**src/rtl/control_merge_dataless_pkg.sv**
```systemverilog
// Shared handshake helpers for the dataless control merge.
package control_merge_dataless_pkg;

  localparam int unsigned DEFAULT_SIZE       = 2;
  localparam int unsigned DEFAULT_INDEX_TYPE = 2;

  // Number of bits needed to number n items (ceil(log2(n)), 0 for n <= 1).
  function automatic int unsigned clog2_width(input int unsigned n);
    for (int unsigned w = 0; w < 32; w++) begin
      if ((64'(1) << w) >= 64'(n)) return w;
    end
    return 32;
  endfunction

endpackage

```
**src/rtl/control_merge_dataless_tehb.sv**
```systemverilog
// One-slot transparent buffer: passes data straight through when empty,
// parks it for one slot when the consumer stalls.
module control_merge_dataless_tehb #(
  parameter int unsigned W = 2
) (
  input  logic         clk,
  input  logic         rst,
  input  logic [W-1:0] ins,
  input  logic         ins_valid,
  output logic         ins_ready,
  output logic [W-1:0] outs,
  output logic         outs_valid,
  input  logic         outs_ready
);

  logic         full;
  logic         full_next;
  logic [W-1:0] held;
  logic [W-1:0] held_next;

  // Transparent path when empty, parked value when full.
  assign outs_valid = full | ins_valid;
  assign outs       = full ? held : ins;
  assign ins_ready  = ~full;

  // Capture on a stalled arrival, release once the consumer takes it.
  always_comb begin
    full_next = full;
    held_next = held;
    if (!full && ins_valid && !outs_ready) begin
      full_next = 1'b1;
      held_next = ins;
    end else if (full && outs_ready) begin
      full_next = 1'b0;
    end
  end

  // Slot state register.
  always_ff @(posedge clk or negedge rst) begin
    if (!rst) begin
      full <= 1'b0;
      held <= '0;
    end else begin
      full <= full_next;
      held <= held_next;
    end
  end

endmodule

```
**src/rtl/control_merge_dataless.sv**
```systemverilog
// Dataless control merge: priority-picks one input token and forks it
// eagerly into a token output and an index output.
module control_merge_dataless
  import control_merge_dataless_pkg::*;
#(
  parameter int unsigned SIZE       = DEFAULT_SIZE,
  parameter int unsigned INDEX_TYPE = DEFAULT_INDEX_TYPE
) (
  input  logic                  clk,
  input  logic                  rst,
  input  logic [SIZE-1:0]       ins_valid,
  output logic [SIZE-1:0]       ins_ready,
  output logic                  outs_valid,
  input  logic                  outs_ready,
  output logic [INDEX_TYPE-1:0] index,
  output logic                  index_valid,
  input  logic                  index_ready
);

  if (SIZE < 1 || clog2_width(SIZE) > INDEX_TYPE) begin : g_bad_size
    $error("control_merge_dataless: SIZE must be >= 1 and fit in INDEX_TYPE bits");
  end

  logic                  merge_valid;
  logic [INDEX_TYPE-1:0] winner;
  logic                  buf_valid;
  logic                  buf_ready;
  logic [INDEX_TYPE-1:0] buf_index;
  logic [1:0]            sent;
  logic [1:0]            sent_next;
  logic                  done0;
  logic                  done1;
  logic                  fork_ready;

  // Reset gates the merge so nothing is offered or accepted while rst is low.
  assign merge_valid = rst & (|ins_valid);

  // Lowest-numbered valid input wins.
  always_comb begin
    winner = '0;
    for (int i = int'(SIZE) - 1; i >= 0; i--) begin
      if (rst && ins_valid[i]) winner = INDEX_TYPE'(i);
    end
  end

  // Only the winner sees ready, and only while the buffer can take it.
  always_comb begin
    ins_ready = '0;
    for (int i = 0; i < int'(SIZE); i++) begin
      ins_ready[i] = merge_valid & buf_ready & (winner == INDEX_TYPE'(i));
    end
  end

  control_merge_dataless_tehb #(
    .W (INDEX_TYPE)
  ) u_tehb (
    .clk        (clk),
    .rst        (rst),
    .ins        (winner),
    .ins_valid  (merge_valid),
    .ins_ready  (buf_ready),
    .outs       (buf_index),
    .outs_valid (buf_valid),
    .outs_ready (fork_ready)
  );

  // Eager fork: each branch drops its valid once it has taken the token.
  assign outs_valid  = buf_valid & ~sent[0];
  assign index_valid = buf_valid & ~sent[1];
  assign index       = buf_index;
  assign done0       = sent[0] | outs_ready;
  assign done1       = sent[1] | index_ready;
  assign fork_ready  = done0 & done1;

  // Remember accepted branches until both are done.
  always_comb begin
    sent_next = '0;
    if (buf_valid && !fork_ready) begin
      sent_next = sent | {index_valid & index_ready, outs_valid & outs_ready};
    end
  end

  // Fork state register.
  always_ff @(posedge clk or negedge rst) begin
    if (!rst) sent <= '0;
    else      sent <= sent_next;
  end

endmodule

```
**config.mk**
```make
export PLATFORM = sky130hd
export DESIGN_NAME = control_merge_dataless
export DESIGN_NICKNAME = d
export VERILOG_FILES = /design/src/rtl/control_merge_dataless_pkg.sv /design/src/rtl/control_merge_dataless_tehb.sv /design/src/rtl/control_merge_dataless.sv
export SDC_FILE = /design/constraint.sdc
export NUM_CORES = 1
export LEC_CHECK = 0
export BUFFER_PORTS_ARGS = -buffer_cell sky130_fd_sc_hd__buf_2
export CELL_PAD_IN_SITES_DETAIL_PLACEMENT = 1
export CELL_PAD_IN_SITES_GLOBAL_PLACEMENT = 1
export CORE_AREA = 2 2 39 41
export CTS_BUF_LIST = sky130_fd_sc_hd__clkbuf_8
export CTS_CLUSTER_SIZE = 40
export DETAILED_ROUTE_END_ITERATION = 10
export DIE_AREA = 0 0 41 43
export PLACE_DENSITY = 0.54
export REMOVE_ABC_BUFFERS = 1
export SLEW_MARGIN = 0
export SYNTH_ARGS = -nofsm -noshare
export SYNTH_HDL_FRONTEND = slang
export SYNTH_SLANG_ARGS = --single-unit
export TNS_END_PERCENT = 30
```
**constraint.sdc**
```tcl
create_clock -name clk -period 1.3 [get_ports clk]
set_clock_uncertainty 0.05 [all_clocks]
set_input_delay 0.26 -clock clk [delete_from_list [all_inputs] [get_ports clk]]
set_output_delay 0.26 -clock clk [all_outputs]
set_load 0.02 [all_outputs]
```
# == Word level (Yosys, flattened, before mapping) ==
# Index checks and enable logic that the tools add are counted.
# totals
register_bits,5
latchBits,0
ramBits,0
mem_bits_ro,0
input_bits,6
wordCells,37
mem_count,0
# op_classes
add_sub_neg,0
n_mul,0
n_div,0
n_lt_le_gt_ge,0
eq_ne,1
shifts,0
muxes,6
bitwise,16
n_reduce_logical,11
# ops
operator,count
bitwise AND 1 bit,9
logical AND 1 bit,6
two-way mux 1 bit,4
two-way mux 2 bit,2
inverter 1 bit,3
OR 1 bit,3
"== test 2 x 1 -> 1 bit, second input constant",1
zero test 1 bit,2
zero test 2 bit,1
OR 2 bit,1
nonzero test 2 bit,1
OR reduction 2 bit,1

# == Logic depth before layout (Yosys ltp) ==
# Gate-level depths: netlist of the first run.
# logic_depth
depth_word,7
ltp_mapped,3
depth_no_buf,3

# == Hierarchy ==
# From an unflattened synthesis of the first run, not the netlist that was laid out.
# hier_totals
hier_cells,25
hier_area_um2,284.0
# by_module_without_submodules
mod,instances,cells_each,area_each_um2,seq_area_each_um2
control_merge_dataless_tehb,1,11,148.9,75.1
control_merge_dataless,1,14,135.1,50.0

# == Worst setup path before layout of the first run ==
# OpenSTA, ideal clock, no wires.
# synth_path
path_kind,reg2out
startpoint,register u_tehb.full
endpoint,output index[0]
arrival_time_ns,1.017
slack_ns,-0.027
stages_incl_launch_ff,3
cell_sequence,dfrtp_1 -> and4bb_1 -> a21o_1
# synth_via
elab_chain_cells,1
# synth_rtl
element,line,rtl
from (decl),control_merge_dataless_tehb.sv:16,logic full;
from (signal assigned),control_merge_dataless_tehb.sv:44,full <= full_next;
two-way mux 2 bit,control_merge_dataless_tehb.sv:23,assign outs = full ? held : ins;
to (decl),control_merge_dataless.sv:15,"output logic [INDEX_TYPE-1:0] index,"
# No other way between the ends.

# == Final worst setup path of the first run ==
# Same ends and word-level chain as after synthesis.

==> reports/metrics.cfg, run 1 <==
[global_route]
overflow = 0
grt_max_degree = 5
grt_pass1_wl_mm = 1.117
grt_pass1_vias = 265
antenna_found_initial = 0
grt_usage_pct = 10.27

[power_and_ir_drop]
switchingPower_uw = 164.1
pwr-share-clk_pct = 45.6
switching_share_pct = 28.47
pwr-share-comb_pct = 25.8
peakVddDrop_v = 0.0006250
p_seq_share_pct = 28.6
internal_power_uw = 412.3
p_leak_uw = 0.0001841
power_density_mw_per_mm2 = 1541

[critical_path]
crit_path_end_kind = output pin
cpPeakStageDelay_ns = 0.41
cp-start-kind = flop
cpMaxStageDelayCell = dfrtp_1
cp.arrival_ns = 1.15
path_class = reg2out
path_max_fanout = 4
path_cells = and4bb_1 > a21o_1 > buf_6
worstPathRequired_ns = 0.99

[outcome]
outcome = finished with violations
violations = setup timing

[clock_tree]
cts_sinks = 4
cts_root_buf = clkbuf_8
path_clk_slew_ns = 0.03
cts-htree-levels = 1
clockBufferDepth = 2
cts_buffers = 3
cts_tree = built
post_cts_buffers = 0
insertion_delay_ns = 0.22

[sta]
slew_violations = 0
rsz0062_at_grt = yes
hold_ws_ns = 0.2009
fin_crit_sh_pct = 112.1
finalHoldViolations = 0
final.min_clock_period_ns = 1.458
fin_tns_setup_ns = -0.3410
fmax_mhz = 686.0
setup-violations-final = 5
worst_slack_ns = -0.1576

[floorplanning]
dieArea_sq_mm = 0.001763
num_io_pins = 12
die_h_um = 43
die-width_um = 41
fp.coreArea_sq_mm = 0.001384
initial_utilization_pct = 16.46
core.rowCount = 14

[drt]
avgViaCountPerCell = 4.264
final_antenna_net_count = 0
postRouteWirelength_um = 674
vias = 226
first_iter_violations = 0
wire_per_inst_um = 12.72
first_pass_iters = 1
route.detailed.drc = 0

[worst_hold_path]
hp-class = in2reg

[synthesis]
synth_cell_types = 15
mappedNetlistArea_sq_um = 227.7
ys_seq_area_share_pct = 43.96
syn-instance-count = 22
synth.avg_cell_area_sq_um = 10.35
ys_ff_latch = 4
yosys_warnings = 0

[placement]
dp_slack_ns = 0.04284
dp_cells = 49
place_congestion = 0.5671
hpwl_um = 534.6
io_buffers = 10

[finish]
diodes = 0
fin_nets = 45
final_cells = 53
final_util_pct = 27.03
area_growth_pct = 64.29
layout-drive-gt1-share_pct = 56.76

[flow_run]
drv_cap = 0

sequential cells by signal, summed over array words and instances (netlist names):
register and cells:
u_tehb.held 1, sent 2, u_tehb.full 1
synth_stat cells:
library cell  number  area [sq um]
nor2b_1            1         6.260
a21o_1             1         7.510
and4bb_1           1         12.51
conb_1             1         3.750
o22ai_2            1         12.51
inv_2              1         3.750
dfrtp_1            4         100.1
nor2_1             4         15.01
a41oi_1            1         8.760
and3_1             1         6.260
a21oi_1            1         5.000
nor2_2             1         6.260
buf_4              1         7.510
nor4_2             2         25.02
o21a_1             1         7.510
power by group through the flow:
stage	Clock [uW]	Combinational (uW)	Sequential, uW
2_1_floorplan	0	81.4	161
3_3_place_gp	0	127	163
3_5_place_dp	0	133	166
4_1_cts	275	149	165
5_1_grt	286	160	167
6_report	263	149	165
cells by family (layout without fill, tap and decap cells):
| kind of cell | count (synthesis) | count (layout) | synth area share [%] |
|---|---|---|---|
| other | 1 | 1 | 1.647 |
| flip-flops | 4 | 4 | 43.96 |
| AO/OA/AOI/OAI | 5 | 5 | 18.13 |
| AND/OR/NAND/NOR | 10 | 10 | 31.32 |
| buffers and inverters | 2 | 17 | 4.945 |
layout by cell type (no fill, tap or decap), types with 2 or more instances in the layout:
| master | n |
|---|---|
| clkbuf_8 | 3 |
| dfrtp_1 | 4 |
| buf_6 | 2 |
| nor4_2 | 2 |
| buf_4 | 2 |
| nor2_1 | 4 |
| buf_2 | 8 |
stage by stage:
| stage | cell area [sq um] | total power, uW |
|---|---|---|
| after floorplan | 220.2 | 242.0 |
| after global placement | 305.3 | 290.1 |
| after detailed placement | 305.3 | 299.4 |
| after CTS | 369.1 | 587.9 |
| after global routing | 374.1 | 612.8 |
| final | 374.1 | 576.4 |
final timing paths:
| kind | start | endpoint | depth (start not counted) | slack, ns |
|---|---|---|---|---|
| worst max-delay path | u_tehb.full | index[0] | 3 | -0.16 |
| max in group asynchronous | rst | sent[0] | 3 | 0.50 |
| worst max register to register | sent[0] | u_tehb.held[0] | 3 | 0.27 |
| min in group asynchronous | rst | u_tehb.full | 3 | 0.52 |
| worst min-delay path | index_ready | sent[0] | 2 | 0.20 |
| worst min register to register | sent[1] | sent[0] | 1 | 0.47 |
per-layer routing:
metal,vias up,global-route usage (%),wire (um)
met5,-,0,0
met4,0,6.000,0
met3,0,6.283,65
met2,13,15.63,352
met1,105,10.06,256
li1,108,-,-
worst max-delay path, delay by kind of cell (launching register included):
kind | cells | cell delay (ns)
flops | 1 | 0.41
compound gates | 1 | 0.11
simple gates | 1 | 0.29
buf+inv | 1 | 0.11
repair_timing:
item                                    4_1_cts  5_1_grt
pin swaps                                     1        1
endpoints found under the setup margin        5        5
resized for setup                             4        1
hold buffers                                  1        0
hold endpoints to repair                      4        0
final cells by class:
cell class | instances | area, sq um
Fill cell | 162 | 1010
Sequential cell | 4 | 100.1
Timing Repair Buffer | 13 | 87.58
Multi-Input combinational cell | 16 | 121.4
Clock buffer | 3 | 41.29
Inverter | 1 | 3.754
Tap cell | 16 | 20.02
Power figures use the tool's default switching activity.
==> inputs of run 2 (changes only) <==
==> constraint.sdc (replaced) <==
create_clock -name clk -period 1.7 [get_ports clk]
set_clock_uncertainty 0.05 [all_clocks]
set_input_delay 0.34 -clock clk [delete_from_list [all_inputs] [get_ports clk]]
set_output_delay 0.34 -clock clk [all_outputs]
set_load 0.02 [all_outputs]
==> run 2 against run 1 <==
Against the previous run: the run now ends clean; critical path depth did not move; global-route usage decreased by 1.5 points; wire length fell by 11%; via count is 0.44% higher; clock-buffer cell count stayed put; largest cell class unchanged; clock power is 26% lower.
==> reports/metrics.cfg, run 2 (synthesis results as in run 1) <==
[power_and_ir_drop]
pwr-share-comb_pct = 22.7  ; was 25.8%
internal_power_uw = 300.2  ; was 412.3 uW
p_seq_share_pct = 30.7  ; was 28.6%
switching_share_pct = 27.72  ; was 28.47%
peakVddDrop_v = 0.0003916  ; was 0.0006250 V
power_density_mw_per_mm2 = 1216  ; was 1541 mW/mm^2
p_leak_uw = 0.0001733  ; was 0.0001841 uW
switchingPower_uw = 115.1  ; was 164.1 uW
p_total_uw = 415.3  ; was 576.4 uW
pwr-share-clk_pct = 46.6  ; was 45.6%

[finish]
fill_cells = 170  ; was 162
diodes = 0  ; unchanged
regMostFlops = sent  ; unchanged
largest_reg_flops = 2  ; unchanged
largestRegisters = sent (2), u_tehb.full (1), u_tehb.held (1)  ; unchanged
area_growth_pct = 50.00  ; was 64.29%
layout-drive-gt1-share_pct = 51.43  ; was 56.76%
layout_commonest_cell = buf_2  ; unchanged
final_cell_mix = buf_2 (10), nor2_1 (4), dfrtp_1 (4)  ; was buf_2 (8), nor2_1 (4), dfrtp_1 (4)
fin_nets = 43  ; was 45

[critical_path]
r2r.worst_path.cells = 3  ; unchanged
reg2reg_to = u_tehb.held[0]  ; unchanged
crit_path_end_kind = output pin  ; unchanged
path_cells = and4bb_1 > a21o_1 > buf_2  ; was and4bb_1 > a21o_1 > buf_6
startpoint = u_tehb.full  ; unchanged
regToRegSetupSlack_ns = 0.67  ; was 0.27 ns
critical_path_cell_count = 3  ; unchanged
path_max_fanout = 4  ; unchanged
cpPeakStageDelay_ns = 0.41  ; about the same
cpMaxStageDelayCell = dfrtp_1  ; unchanged
crit_family = flip-flops  ; unchanged
path_class = reg2out  ; unchanged
cp.arrival_ns = 1.16  ; was 1.15 ns
cp_num_buf_inv = 1  ; unchanged
endpoint = index[0]  ; unchanged
worstPathRequired_ns = 1.31  ; was 0.99 ns
cp-start-kind = flop  ; unchanged
r2r_start = sent[0]  ; unchanged

[drt]
final_antenna_net_count = 0  ; unchanged
vias = 227  ; was 226
first_iter_violations = 4  ; was 0
avgViaCountPerCell = 4.451  ; was 4.264
wire_per_inst_um = 11.76  ; was 12.72 um
postRouteWirelength_um = 600  ; was 674 um
route.detailed.drc = 0  ; unchanged
first_pass_iters = 2  ; was 1

[clock_tree]
clockBufferDepth = 2  ; unchanged
path_clk_slew_ns = 0.03  ; about the same
cts_tree = built  ; unchanged
ctsResizeCount = 0  ; was 4
cts-htree-levels = 1  ; unchanged
cts_sinks = 4  ; unchanged
cts_root_buf = clkbuf_8  ; unchanged
insertion_delay_ns = 0.21  ; was 0.22 ns
post_cts_buffers = 0  ; unchanged
cts_buffers = 3  ; unchanged

[sta]
slew_violations = 0  ; unchanged
fin_tns_setup_ns = 0  ; was -0.3410 ns
fin_crit_sh_pct = 91.18
fmax_mhz = 645.1
final.min_clock_period_ns = 1.550
finalHoldViolations = 0  ; unchanged
rsz0062_at_grt = no  ; was yes
setup-violations-final = 0  ; was 5

[floorplanning]
num_io_pins = 12  ; unchanged
die_h_um = 43  ; unchanged
dieArea_sq_mm = 0.001763  ; unchanged
core.rowCount = 14  ; unchanged
die-width_um = 41  ; unchanged
initial_utilization_pct = 16.46  ; unchanged
fp.coreArea_sq_mm = 0.001384  ; unchanged

[worst_hold_path]
min_from = index_ready  ; unchanged
hp-class = in2reg  ; unchanged
holdPathStages = 2  ; unchanged

[global_route]
grt_max_degree = 6  ; was 5
grt_pass1_vias = 242  ; was 265
grt_pass1_wl_um = 938  ; was 1.117 mm
overflow = 0  ; unchanged
grt_usage_pct = 8.744  ; was 10.27%
antenna_found_initial = 0  ; unchanged

[placement]
io_buffers = 10  ; unchanged
place_congestion = 0.5627  ; was 0.5671
hpwl_um = 482.2  ; was 534.6 um

[outcome]
outcome = complete, no violations  ; was finished with violations

[flow_run]
drv_cap = 0  ; unchanged

[run 2: power groups by stage]
stage	Sequential, uW	Combinational (uW)	Clock [uW]
2_1_floorplan	123	62.2	0
3_3_place_gp	125	90.1	0
3_5_place_dp	128	93.9	0
4_1_cts	127	96.0	198
5_1_grt	129	103	209
6_report	127	94.5	194
[run 2: metrics by stage]
stage	hold WS [ns]	setup WS [ns]	utilization, %	std cells	cell area [sq um]
after floorplan	-0.005591	0.2926	-	21	220.2
after CTS	0.2870	0.1295	24.68	51	341.6
final	0.2894	0.1499	24.68	51	341.6
after global placement	0.1171	0.2573	20.98	47	290.3
after detailed placement	0.1259	0.2069	20.98	47	290.3
after global routing	0.2904	0.08364	24.68	51	341.6
[run 2: per-layer routing]
layer  up-vias  share of wire (%)  GRT usage [%]  wire length (um)
met4         0                  0          4.000                 0
met3         0                 12          7.853                74
met5         -                  0              0                 0
met2        13                 49          13.75               292
li1        104                  -              -                 -
met1       110                 39          7.097               234
[run 2: area by class of cell]
cell class              count  area (sq um)  share of cell area (%)
clock buffers               3         41.29                   12.09
multi-input cells          16         116.4                   34.07
flip-flops and latches      4         100.1                   29.30
inverters                   1         3.754                   1.099
well taps                  16         20.02                   5.861
repair buffers             11         60.06                   17.58
[run 2: how the worst min path moves through the flow]
| stage | endpoint | slack (ns) |
|---|---|---|
| floorplan | sent[0] | -0.006 |
| global placement | u_tehb.held[0] | 0.12 |
| detailed placement | u_tehb.held[0] | 0.13 |
| CTS | sent[0] | 0.29 |
| global route | sent[0] | 0.29 |
| finish | sent[0] | 0.29 |
[run 2: what timing repair did]
item,CTS,global route
setup endpoints to repair,0,0
hold buffers,1,0
hold endpoints to repair,4,0
[run 2: worst register-to-register path, stage by stage, from the launching register on]
cell and delay, ns:
dfrtp_1 0.42, o22ai_2 0.23, a41oi_1 0.13, a21oi_1 0.12
==> inputs of run 3 (changes only) <==
--- a/config.mk
+++ b/config.mk
@@ -6,14 +6,14 @@
 export NUM_CORES = 1
 export LEC_CHECK = 0
 export BUFFER_PORTS_ARGS = -buffer_cell sky130_fd_sc_hd__buf_2
-export CELL_PAD_IN_SITES_DETAIL_PLACEMENT = 1
+export CELL_PAD_IN_SITES_DETAIL_PLACEMENT = 0
 export CELL_PAD_IN_SITES_GLOBAL_PLACEMENT = 1
 export CORE_AREA = 2 2 39 41
 export CTS_BUF_LIST = sky130_fd_sc_hd__clkbuf_8
 export CTS_CLUSTER_SIZE = 40
 export DETAILED_ROUTE_END_ITERATION = 10
 export DIE_AREA = 0 0 41 43
-export PLACE_DENSITY = 0.54
+export PLACE_DENSITY = 0.46
 export REMOVE_ABC_BUFFERS = 1
 export SLEW_MARGIN = 0
 export SYNTH_ARGS = -nofsm -noshare
==> run 3 against run 2 <==
Against the previous run: design area unchanged; sequential power is essentially flat; non-clock buffer count unchanged; combinational power is 1% lower; total power increased by 0.36%; setup slack improved by 0.0010 ns; critical endpoint unchanged.
==> reports/metrics.cfg, run 3 (synthesis results as in run 1) <==
[finish]
design_area_sq_um = 341.6  ; unchanged
largestRegisters = sent (2), u_tehb.full (1), u_tehb.held (1)  ; unchanged
diodes = 0  ; unchanged
area_growth_pct = 50.00  ; unchanged
largest_reg_flops = 2  ; unchanged
final_cell_mix = buf_2 (10), nor2_1 (4), dfrtp_1 (4)  ; unchanged
fill_cells = 155  ; was 170
regMostFlops = sent  ; unchanged
layout-drive-gt1-share_pct = 51.43  ; unchanged
fin_nets = 43  ; unchanged
final_util_pct = 24.68  ; unchanged
layout_commonest_cell = buf_2  ; unchanged

[critical_path]
path_class = reg2out  ; unchanged
cpPeakStageDelay_ns = 0.40  ; was 0.41 ns
path_max_fanout = 4  ; unchanged
crit_path_end_kind = output pin  ; unchanged
path_cells = and4bb_1 > a21o_1 > buf_2  ; unchanged
cp.arrival_ns = 1.16  ; about the same
worstPathRequired_ns = 1.31  ; about the same
r2r.worst_path.cells = 3  ; unchanged
cpMaxStageDelayCell = dfrtp_1  ; unchanged
cp-start-kind = flop  ; unchanged

[clock_tree]
cts_root_buf = clkbuf_8  ; unchanged
insertion_delay_ns = 0.22  ; was 0.21 ns
path_clk_slew_ns = 0.03  ; about the same
ctsResizeCount = 0  ; unchanged
cts_tree = built  ; unchanged
postCtsHoldBufs = 1  ; unchanged
cts_sinks = 4  ; unchanged
clockBufferDepth = 2  ; unchanged
cts_buffers = 3  ; unchanged
cts-htree-levels = 1  ; unchanged
post_cts_buffers = 0  ; unchanged

[placement]
hpwl_um = 416.6  ; was 482.2 um
dp_slack_ns = 0.2370  ; was 0.2069 ns
place_congestion = 0.5577  ; was 0.5627
io_buffers = 10  ; unchanged
placed_cell_area_sq_um = 290.3  ; unchanged

[drt]
avgViaCountPerCell = 4.314  ; was 4.451
vias = 220  ; was 227
wire_per_inst_um = 10.39  ; was 11.76 um
route.detailed.drc = 0  ; unchanged
final_antenna_net_count = 0  ; unchanged
postRouteWirelength_um = 530  ; was 600 um
first_iter_violations = 0  ; was 4
first_pass_iters = 1  ; was 2

[floorplanning]
num_io_pins = 12  ; unchanged
fp.coreArea_sq_mm = 0.001384  ; unchanged
die-width_um = 41  ; unchanged
dieArea_sq_mm = 0.001763  ; unchanged
core.rowCount = 14  ; unchanged
initial_utilization_pct = 16.46  ; unchanged
die_h_um = 43  ; unchanged

[outcome]
outcome = complete, no violations  ; unchanged

[sta]
finalHoldViolations = 0  ; unchanged
final.min_clock_period_ns = 1.549  ; was 1.550 ns
setup-violations-final = 0  ; unchanged
worst_slack_ns = 0.1510  ; was 0.1499 ns
rsz0062_at_grt = no  ; unchanged
fmax_mhz = 645.6  ; was 645.1 MHz
slew_violations = 0  ; unchanged
fin_crit_sh_pct = 91.12  ; was 91.18%
fin_tns_setup_ns = 0  ; unchanged

[global_route]
grt_usage_pct = 8.375  ; was 8.744%
grt_pass1_wl_um = 931  ; was 938 um
grt_max_degree = 6  ; unchanged
antenna_found_initial = 0  ; unchanged
grt_pass1_vias = 233  ; was 242
overflow = 0  ; unchanged

[power_and_ir_drop]
peakVddDrop_v = 0.0003334  ; was 0.0003916 V
power_density_mw_per_mm2 = 1220  ; was 1216 mW/mm^2
p_leak_uw = 0.0001733  ; unchanged

[worst_hold_path]
hp-class = in2reg  ; unchanged
holdPathStages = 2  ; unchanged

[flow_run]
drv_cap = 0  ; unchanged

-- run 3: area by class of cell --
type                    count  area (sq um)  area share (%)
inverters                   1         3.754           1.099
flip-flops and latches      4         100.1           29.30
well taps                  16         20.02           5.861
repair buffers             11         60.06           17.58
clock buffers               3         41.29           12.09
multi-input cells          16         116.4           34.07
-- run 3: stage by stage --
step                      hold slack [ns]  cells  total power [uW]
after floorplan                 -0.005591     21             185.1
after global placement             0.1230     47             218.0
after detailed placement           0.1237     47             219.2
after CTS                          0.2756     51             426.5
after global routing               0.2833     51             443.0
final                              0.2807     51             416.8
-- run 3: per-layer routing --
layer | GRT usage, % | share of wire, % | wire length, um | vias to the layer above
met2 | 10.94 | 43 | 226 | 14
met1 | 9.804 | 39 | 205 | 101
met4 | 8.000 | 2.6 | 14 | 0
met5 | 0 | 0 | 0 | -
li1 | - | - | - | 103
met3 | 3.141 | 16 | 83 | 2
-- run 3: critical path: cells and delay by family, from the launching register on --
kind	cells	cell delay (ns)
AOI/OAI and AO/OA	1	0.09
and+or+nand+nor	1	0.30
buffers and inverters	1	0.15
DFF	1	0.40
-- run 3: power breakdown --
part | switching, uW | internal (uW)
logic | 54.5 | 39.0
registers | 14.3 | 111
clock network | 47.4 | 151
-- run 3: final timing paths --
| check | startpoint | to | slack, ns |
|---|---|---|---|
| max in group asynchronous | rst | u_tehb.held[0] | 0.94 |
| min in group asynchronous | rst | u_tehb.full | 0.49 |
| worst max-delay path | u_tehb.full | index[0] | 0.15 |
| worst max register to register | sent[0] | u_tehb.held[0] | 0.68 |
| worst min-delay path | outs_ready | sent[1] | 0.28 |
| worst min register to register | sent[0] | sent[1] | 0.47 |
